## src/rtl/ucode_controller.sv

```systemverilog
// ucode_controller: fetches 16-bit instructions over valid/ready, keeps the pc and
// sequences each one through FETCH/READ/WRITE/OUT/HALT micro-steps that drive the datapath.
// Ports: clk, rst (async, active-low); instr/instr_valid/instr_ready fetch handshake;
// pc next fetch address; z_flag/n_flag branch conditions (o_flag reserved);
// ie/write/reada/readb/en/oe/bypassa/bypassb/op/waddr/ra/rb/offset datapath controls;
// halted set once HALT executes.
module ucode_controller #(
    parameter int          M      = 3,
    parameter int          N      = 8,
    parameter logic [2:0]  OP_ADD = 3'b000
) (
    input  logic         clk,
    input  logic         rst,
    input  logic [15:0]  instr,
    input  logic         instr_valid,
    output logic         instr_ready,
    output logic [N-1:0] pc,
    input  logic         z_flag,
    input  logic         n_flag,
    input  logic         o_flag,
    output logic         ie,
    output logic         write,
    output logic         reada,
    output logic         readb,
    output logic         en,
    output logic         oe,
    output logic         bypassa,
    output logic         bypassb,
    output logic [2:0]   op,
    output logic [M-1:0] waddr,
    output logic [M-1:0] ra,
    output logic [M-1:0] rb,
    output logic [N-1:0] offset,
    output logic         halted
);
    typedef enum logic [2:0] {S_FETCH, S_READ, S_WRITE, S_OUT, S_HALT} state_t;
    state_t      r_state, w_next;
    logic [15:0] r_ir;
    logic [N-1:0] r_pc;
    logic [3:0]  w_opc;
    logic [N-1:0] w_sext;
    logic        w_is_alu, w_is_addi, w_is_in, w_is_out, w_uses_a, w_taken, w_accept;
    logic        w_unused;
    assign w_unused  = o_flag;
    assign w_opc     = r_ir[15:12];
    assign w_sext    = {{(N-6){r_ir[5]}}, r_ir[5:0]};
    assign w_is_alu  = ~w_opc[3];
    assign w_is_addi = w_opc == 4'h8;
    assign w_is_in   = w_opc == 4'h9;
    assign w_is_out  = w_opc == 4'hA;
    assign w_uses_a  = w_is_alu | w_is_addi | w_is_out;
    assign w_taken   = (w_opc == 4'hB && z_flag) || (w_opc == 4'hC && n_flag) || w_opc == 4'hD;
    assign w_accept  = r_state == S_FETCH && instr_valid;
    assign pc          = r_pc;
    assign halted      = r_state == S_HALT;
    // rst is folded in so ready drops the moment reset asserts
    assign instr_ready = rst && r_state == S_FETCH;
    always_ff @(posedge clk or negedge rst) begin
        if (!rst) begin
            r_state <= S_FETCH;
            r_ir    <= '0;
            r_pc    <= '0;
        end else begin
            r_state <= w_next;
            if (w_accept) begin
                r_ir <= instr;
                r_pc <= r_pc + N'(1);
            end else if (r_state == S_READ && w_taken) begin
                // pc already points past the branch, so the offset is relative to branch+1
                r_pc <= r_pc + w_sext;
            end
        end
    end
    always_comb begin
        w_next  = r_state;
        ie      = 1'b0;
        write   = 1'b0;
        reada   = 1'b0;
        readb   = 1'b0;
        en      = 1'b0;
        oe      = 1'b0;
        bypassa = 1'b0;
        bypassb = 1'b0;
        op      = '0;
        waddr   = '0;
        ra      = '0;
        rb      = '0;
        offset  = '0;
        case (r_state)
            S_FETCH: begin
                if (instr_valid)
                    w_next = instr[15:12] == 4'h9 ? S_WRITE :
                             instr[15:12] == 4'hE ? S_FETCH :
                             instr[15:12] == 4'hF ? S_HALT  : S_READ;
            end
            S_READ: begin
                reada   = w_uses_a;
                readb   = w_is_alu;
                en      = w_uses_a;
                ra      = w_uses_a ? r_ir[6 +: M] : '0;
                rb      = w_is_alu ? r_ir[3 +: M] : '0;
                op      = w_is_alu ? w_opc[2:0] : w_uses_a ? OP_ADD : 3'b000;
                bypassb = w_is_addi | w_is_out;
                offset  = w_is_addi ? w_sext : '0;
                w_next  = w_is_out ? S_OUT : (w_is_alu | w_is_addi) ? S_WRITE : S_FETCH;
            end
            S_WRITE: begin
                // only ALU, ADDI and IN reach WRITE; the first two keep the READ operand setup
                write   = 1'b1;
                waddr   = r_ir[9 +: M];
                ie      = w_is_in;
                en      = ~w_is_in;
                ra      = w_is_in ? '0 : r_ir[6 +: M];
                rb      = w_is_alu ? r_ir[3 +: M] : '0;
                op      = w_is_alu ? w_opc[2:0] : w_is_addi ? OP_ADD : 3'b000;
                bypassb = w_is_addi;
                offset  = w_is_addi ? w_sext : '0;
                w_next  = S_FETCH;
            end
            S_OUT: begin
                oe     = 1'b1;
                w_next = S_FETCH;
            end
            S_HALT:  w_next = S_HALT;
            default: w_next = S_FETCH;
        endcase
    end
endmodule

```

## config.mk

```make
export PLATFORM = sky130hd
export DESIGN_NAME = ucode_controller
export DESIGN_NICKNAME = d
export VERILOG_FILES = /design/src/rtl/ucode_controller.sv
export SDC_FILE = /design/constraint.sdc
export NUM_CORES = 1
export LEC_CHECK = 0
export BUFFER_PORTS_ARGS = -buffer_cell sky130_fd_sc_hd__buf_2
export CAP_MARGIN = 20
export CORE_ASPECT_RATIO = 0.7
export CORE_MARGIN = 10
export CORE_UTILIZATION = 45
export DETAILED_ROUTE_END_ITERATION = 12
export PLACE_DENSITY = 0.74
export SYNTH_ARGS = -nofsm -noshare
export SYNTH_HDL_FRONTEND = slang
export SYNTH_SLANG_ARGS = --single-unit
```

## constraint.sdc

```tcl
create_clock -name clk -period 4.1 [get_ports clk]
set_clock_uncertainty 0.2 [all_clocks]
set_input_delay 0.82 -clock clk [delete_from_list [all_inputs] [get_ports clk]]
set_output_delay 0.82 -clock clk [all_outputs]
set_load 0.01 [all_outputs]
```

# Yosys cells after proc, flatten, opt, wreduce, memory -nomap -nowiden
# Index checks and enable logic that the tools add are counted.
# word_totals
reg_bits,27
in_bits,22
output_inout_bits,38
# op_classes
addsub,2
eq_ne,14
n_mux,26
bitwise_logic,5
n_reduce_logical,10
# ops
operator,count
$eq A4 B4 Y1 const B,9
$mux W3,11
$mux W8,4
$pmux W3 S3,1
$add A8 B1 Y8 const B,1
$add A8 B8 Y8,1
$eq A3 B2 Y1 const B,2
$pmux W3 S2,1
$logic_and A1 B1 Y1,5
$mux W1,5
$mux W2,2
$pmux W1 S2,2
$eq A3 B1 Y1 const B,1
$eq A3 B3 Y1 const B,1
$logic_not A3 Y1,1
$or A1 B1 Y1,3
$logic_or A1 B1 Y1,2
$ne A2 B2 Y1 const B,1
$not A1 Y1,2
$reduce_bool A2 Y1,1
$reduce_or A2 Y1,1

# Longest topological paths before layout
# depth
word_depth,7
mapped_depth,10
mapped_depth_nobuf,9

# Least setup slack after synthesis
# No wires, ideal clock.
# synth_timing
kind,input to register
start,input port instr_valid
end,"register r_pc[6], in the netlist pc[6]"
setup_ns,0.079
t_arrival_ns,3.037
t_required_ns,3.821
setup_slack_ns,0.784
stages,9
path_buffers,1
cell_sequence,or4b_1 > buf_4 > and2_1 > fa_1 > a211oi_1 > nor2_1 > or4_1 > a21oi_2 > xor2_1
# synth_via
elab_chain_len,2
word_cells_on_any_way,3
classes_between,mux (1); reduce/logical (2)
# synth_rtl
element,line,source
"start, declared",15,"input logic instr_valid,"
$logic_and A1 B1 Y1 (*),53,assign w_accept = r_state == S_FETCH && instr_valid;
$mux W8 / $reduce_bool A2 Y1 (equally long branches),n/a,
"end signal, assigned",67,r_pc <= r_pc + N'(1);
"end signal, assigned",70,r_pc <= r_pc + w_sext;
"end, declared",39,logic [N-1:0] r_pc;
# Mark *: on every way between the ends. The rest lies on a longest branch, timed or not.
# A chain may end at the register's enable or synchronous reset.

# Worst setup path in the final report
# layout_timing
start,register r_state[0]
end,"register r_pc[6], in the netlist pc[6]"
# layout_via
elab_chain_len,3
word_cells_on_any_way,6
classes_between,eq/ne (1); mux (1); reduce/logical (4)
# layout_rtl
element,line,source
"start, declared",37,"state_t r_state, w_next;"
"start signal, assigned",64,r_state <= w_next;
$eq A3 B1 Y1 / $logic_not A3 Y1 (equally long branches),"68, 53",
"$logic_and A1 B1 Y1, on equally long branches","68, 53",
$reduce_bool A2 Y1 (no line) / $mux W8 (equally long branches),n/a,
# Several ways; a longest one is shown, not always the timed one.

==> run_results.csv <==
group,metric,value,unit
synth,syn_nets,216,
timing,drv_slew,0,
synth,synth_seq_cells,27,
timing,fmaxAchievable,305,MHz
synth,synth_commonest_cells,"nand2_1 (42), dfrtp_1 (27), and2_1 (18)",
route,wl_per_cell,14.8,um
finish,fill_cells,345,
finish,final_nets,272,
cts,hold_buffers,0,
worst_setup_path,startpoint,"r_state[0]$_DFFE_PN0P_",
timing,setup_tns,0,ps
finish,diodes,0,
cts,clock_sinks,27,
worst_setup_path,critPathRequiredTime,4110,ps
synth,synth_edf_count,0,
timing,hold_viol,0,
cts,cts_setup_buffers,0,
synth,synth-seq-area-share,0.407,
worst_setup_path,crit_arrival,3280,ps
synth,syn_avg_cell_area,8.82,um^2
worst_setup_path,critical_path_class,"register to register",
route,vias_per_cell,5.12,
power_and_ir_drop,ir_drop,0.000376,V
cts,cts_buffers,3,
grt,grt_pass1_wl,7200,um
worst_setup_path,cp_max_fo,12,
synth,async_reset_ff_frac,1.00,
cts,htree_levels,1,
power_and_ir_drop,power.density,772,nW/um^2
place,dpl.hpwl,3420,um
route,via_count,1501,
floorplan,fp.dieH,70.8,um
route,drt_first_iter_violations,147,
floorplan,rows,18,
worst_setup_path,end_kind,"register",
cts,clk_pin_slew_worst_paths,100,ps
timing,timing.final.crit_period,3270,ps
grt,grt_pass1_vias,1431,
floorplan,initial_core_util,0.469,
route,final_antenna_net_count,0,
synth,synth_area_leaders,"dfrtp_1 (41%), nand2_1 (9.5%), and2_1 (6.8%)",
worst_hold_path,min-delay-start,"r_ir[8]$_DFFE_PN0P_",
synth,postSynthCellCount,188,
floorplan,dieWidth,92.6,um
finish,drive_gt1_frac,0.296,
synth,synth.most_common_cell,"nand2_1",
synth,mappedNetlistArea,1660,um^2
power_and_ir_drop,p_leak,1.12,nW
timing,setup_viol,0,
synth,ys_warn_count,0,
cts,cts_tree,"yes",
cts,post_cts_resized,0,
floorplan,num_io_pins,60,
synth,yosys_most_used_dff,"dfrtp_1",
cts,clock_path_buffers,2,
finish,areaGrowthSynthToFinish,22.2,%
finish,post-route-util,0.573,
place,gp_congestion,0.831,
synth,ys_types,44,
worst_hold_path,hold_class,"register to register",
outcome,outcome,"finished clean",
worst_setup_path,reg2reg_from,"r_state[0]$_DFFE_PN0P_",
flow_run,maxCapViolCount,0,
grt,antenna_found_initial,0,
timing,holdWs,271,ps
grt,grt_use_total,0.133,
grt,overflow,0,
route,routed_wl,4350,um
route,drc,0,
timing,post-route-period-util,0.798,
route,firstDrtPassIters,4,
cts,insertion_delay,270,ps
synth,synth_top_cell_by_area,"dfrtp_1",
grt,grt_max_degree,28,
floorplan,core_area,3540,um^2
cts,cts_root_buf,"clkbuf_8",
timing,rsz0062_at_grt,"false",
place,port_buffers,57,
worst_setup_path,start_kind,"register",
synth,yosysTopAreaCellShare,0.407,
floorplan,die_area,6550,um^2
worst paths after layout:
| path | end | slack [ps] | cells past startpoint |
|---|---|---|---|
| worst max register to register | pc[6]$_DFFE_PN0P_ | 830 | 8 |
| min in group asynchronous | pc[3]$_DFFE_PN0P_ | 390 | 2 |
| max in group asynchronous | r_ir[3]$_DFFE_PN0P_ | 3050 | 2 |
| worst min-delay path | r_ir[8]$_DFFE_PN0P_ | 270 | 2 |
| worst max-delay path | pc[6]$_DFFE_PN0P_ | 830 | 8 |
| worst min register to register | r_ir[8]$_DFFE_PN0P_ | 270 | 2 |
power by group:
group	internal [mW]	switching, mW	leakage, nW
combinational	0.392	0.483	0.763
clock	0.0682	0.0848	0.0255
sequential	0.393	0.143	0.333
cells in the final DEF (no fill, tap or decap), types with 2 or more instances in the layout:
cell type and instances:
a211oi_1 4, a21o_1 7, a21oi_1 2, and2_1 18, and3_1 6, buf_2 57, buf_4 4, clkbuf_8 3
dfrtp_1 27, ha_1 5, inv_1 2, mux2_2 2, nand2_1 42, nand2b_1 2, nand3_1 2, nand3b_1 3
nor2_1 13, nor2b_1 3, nor3_1 3, nor3b_1 2, o21a_1 2, o21ai_0 4, o21bai_1 4, xnor2_1 3
xor2_1 3
state kept, by name (all words and copies together) (netlist names):
register and cells:
r_state 3, r_ir 16, pc 8
worst max-delay path: stages (launching register included):
cell and delay [ps]:
dfrtp_1 540, or4b_1 640, and2_1 240, fa_1 460
a211oi_1 290, nor2_1 110, or4_1 420, a21oi_2 150
xor2_1 150
metrics by stage:
step | cells | instance area, um^2 | power [mW] | setup WS (ps)
floorplan | 188 | 1660 | 1.14 | 784
global placement | 289 | 1980 | 1.40 | 591
detailed placement | 289 | 1980 | 1.42 | 521
CTS | 293 | 2030 | 1.58 | 802
global route | 293 | 2030 | 1.73 | 619
finish | 293 | 2030 | 1.57 | 826
final cells by class:
type / count / area [um^2] / area share
Multi-Input combinational cell: 149 / 920 / 0.454
Sequential cell: 27 / 676 / 0.333
Timing Repair Buffer: 61 / 315 / 0.156
Tap cell: 50 / 62.6 / 0.0309
Clock buffer: 3 / 41.3 / 0.0204
Inverter: 2 / 7.51 / 0.00370
Clock inverter: 1 / 5.00 / 0.00247
logic make-up after synthesis:
logic type      after synthesis  share of synthesized area
simple gates                103                      0.324
compound gates               31                      0.133
flops                        27                      0.407
buf+inv                      12                     0.0385
fa+ha+maj                     6                     0.0498
xor+xnor                      6                     0.0317
mux                           2                     0.0136
other cells                   1                    0.00226
metal layers:
metal  vias up  GRT usage  part of all wire
li1        747          -                 -
met1       694      0.180              0.47
met5         -          0                 0
met3         4     0.0527             0.098
met2        56      0.192              0.43
met4         0     0.0307            0.0085
(Power assumes the default switching activity.)
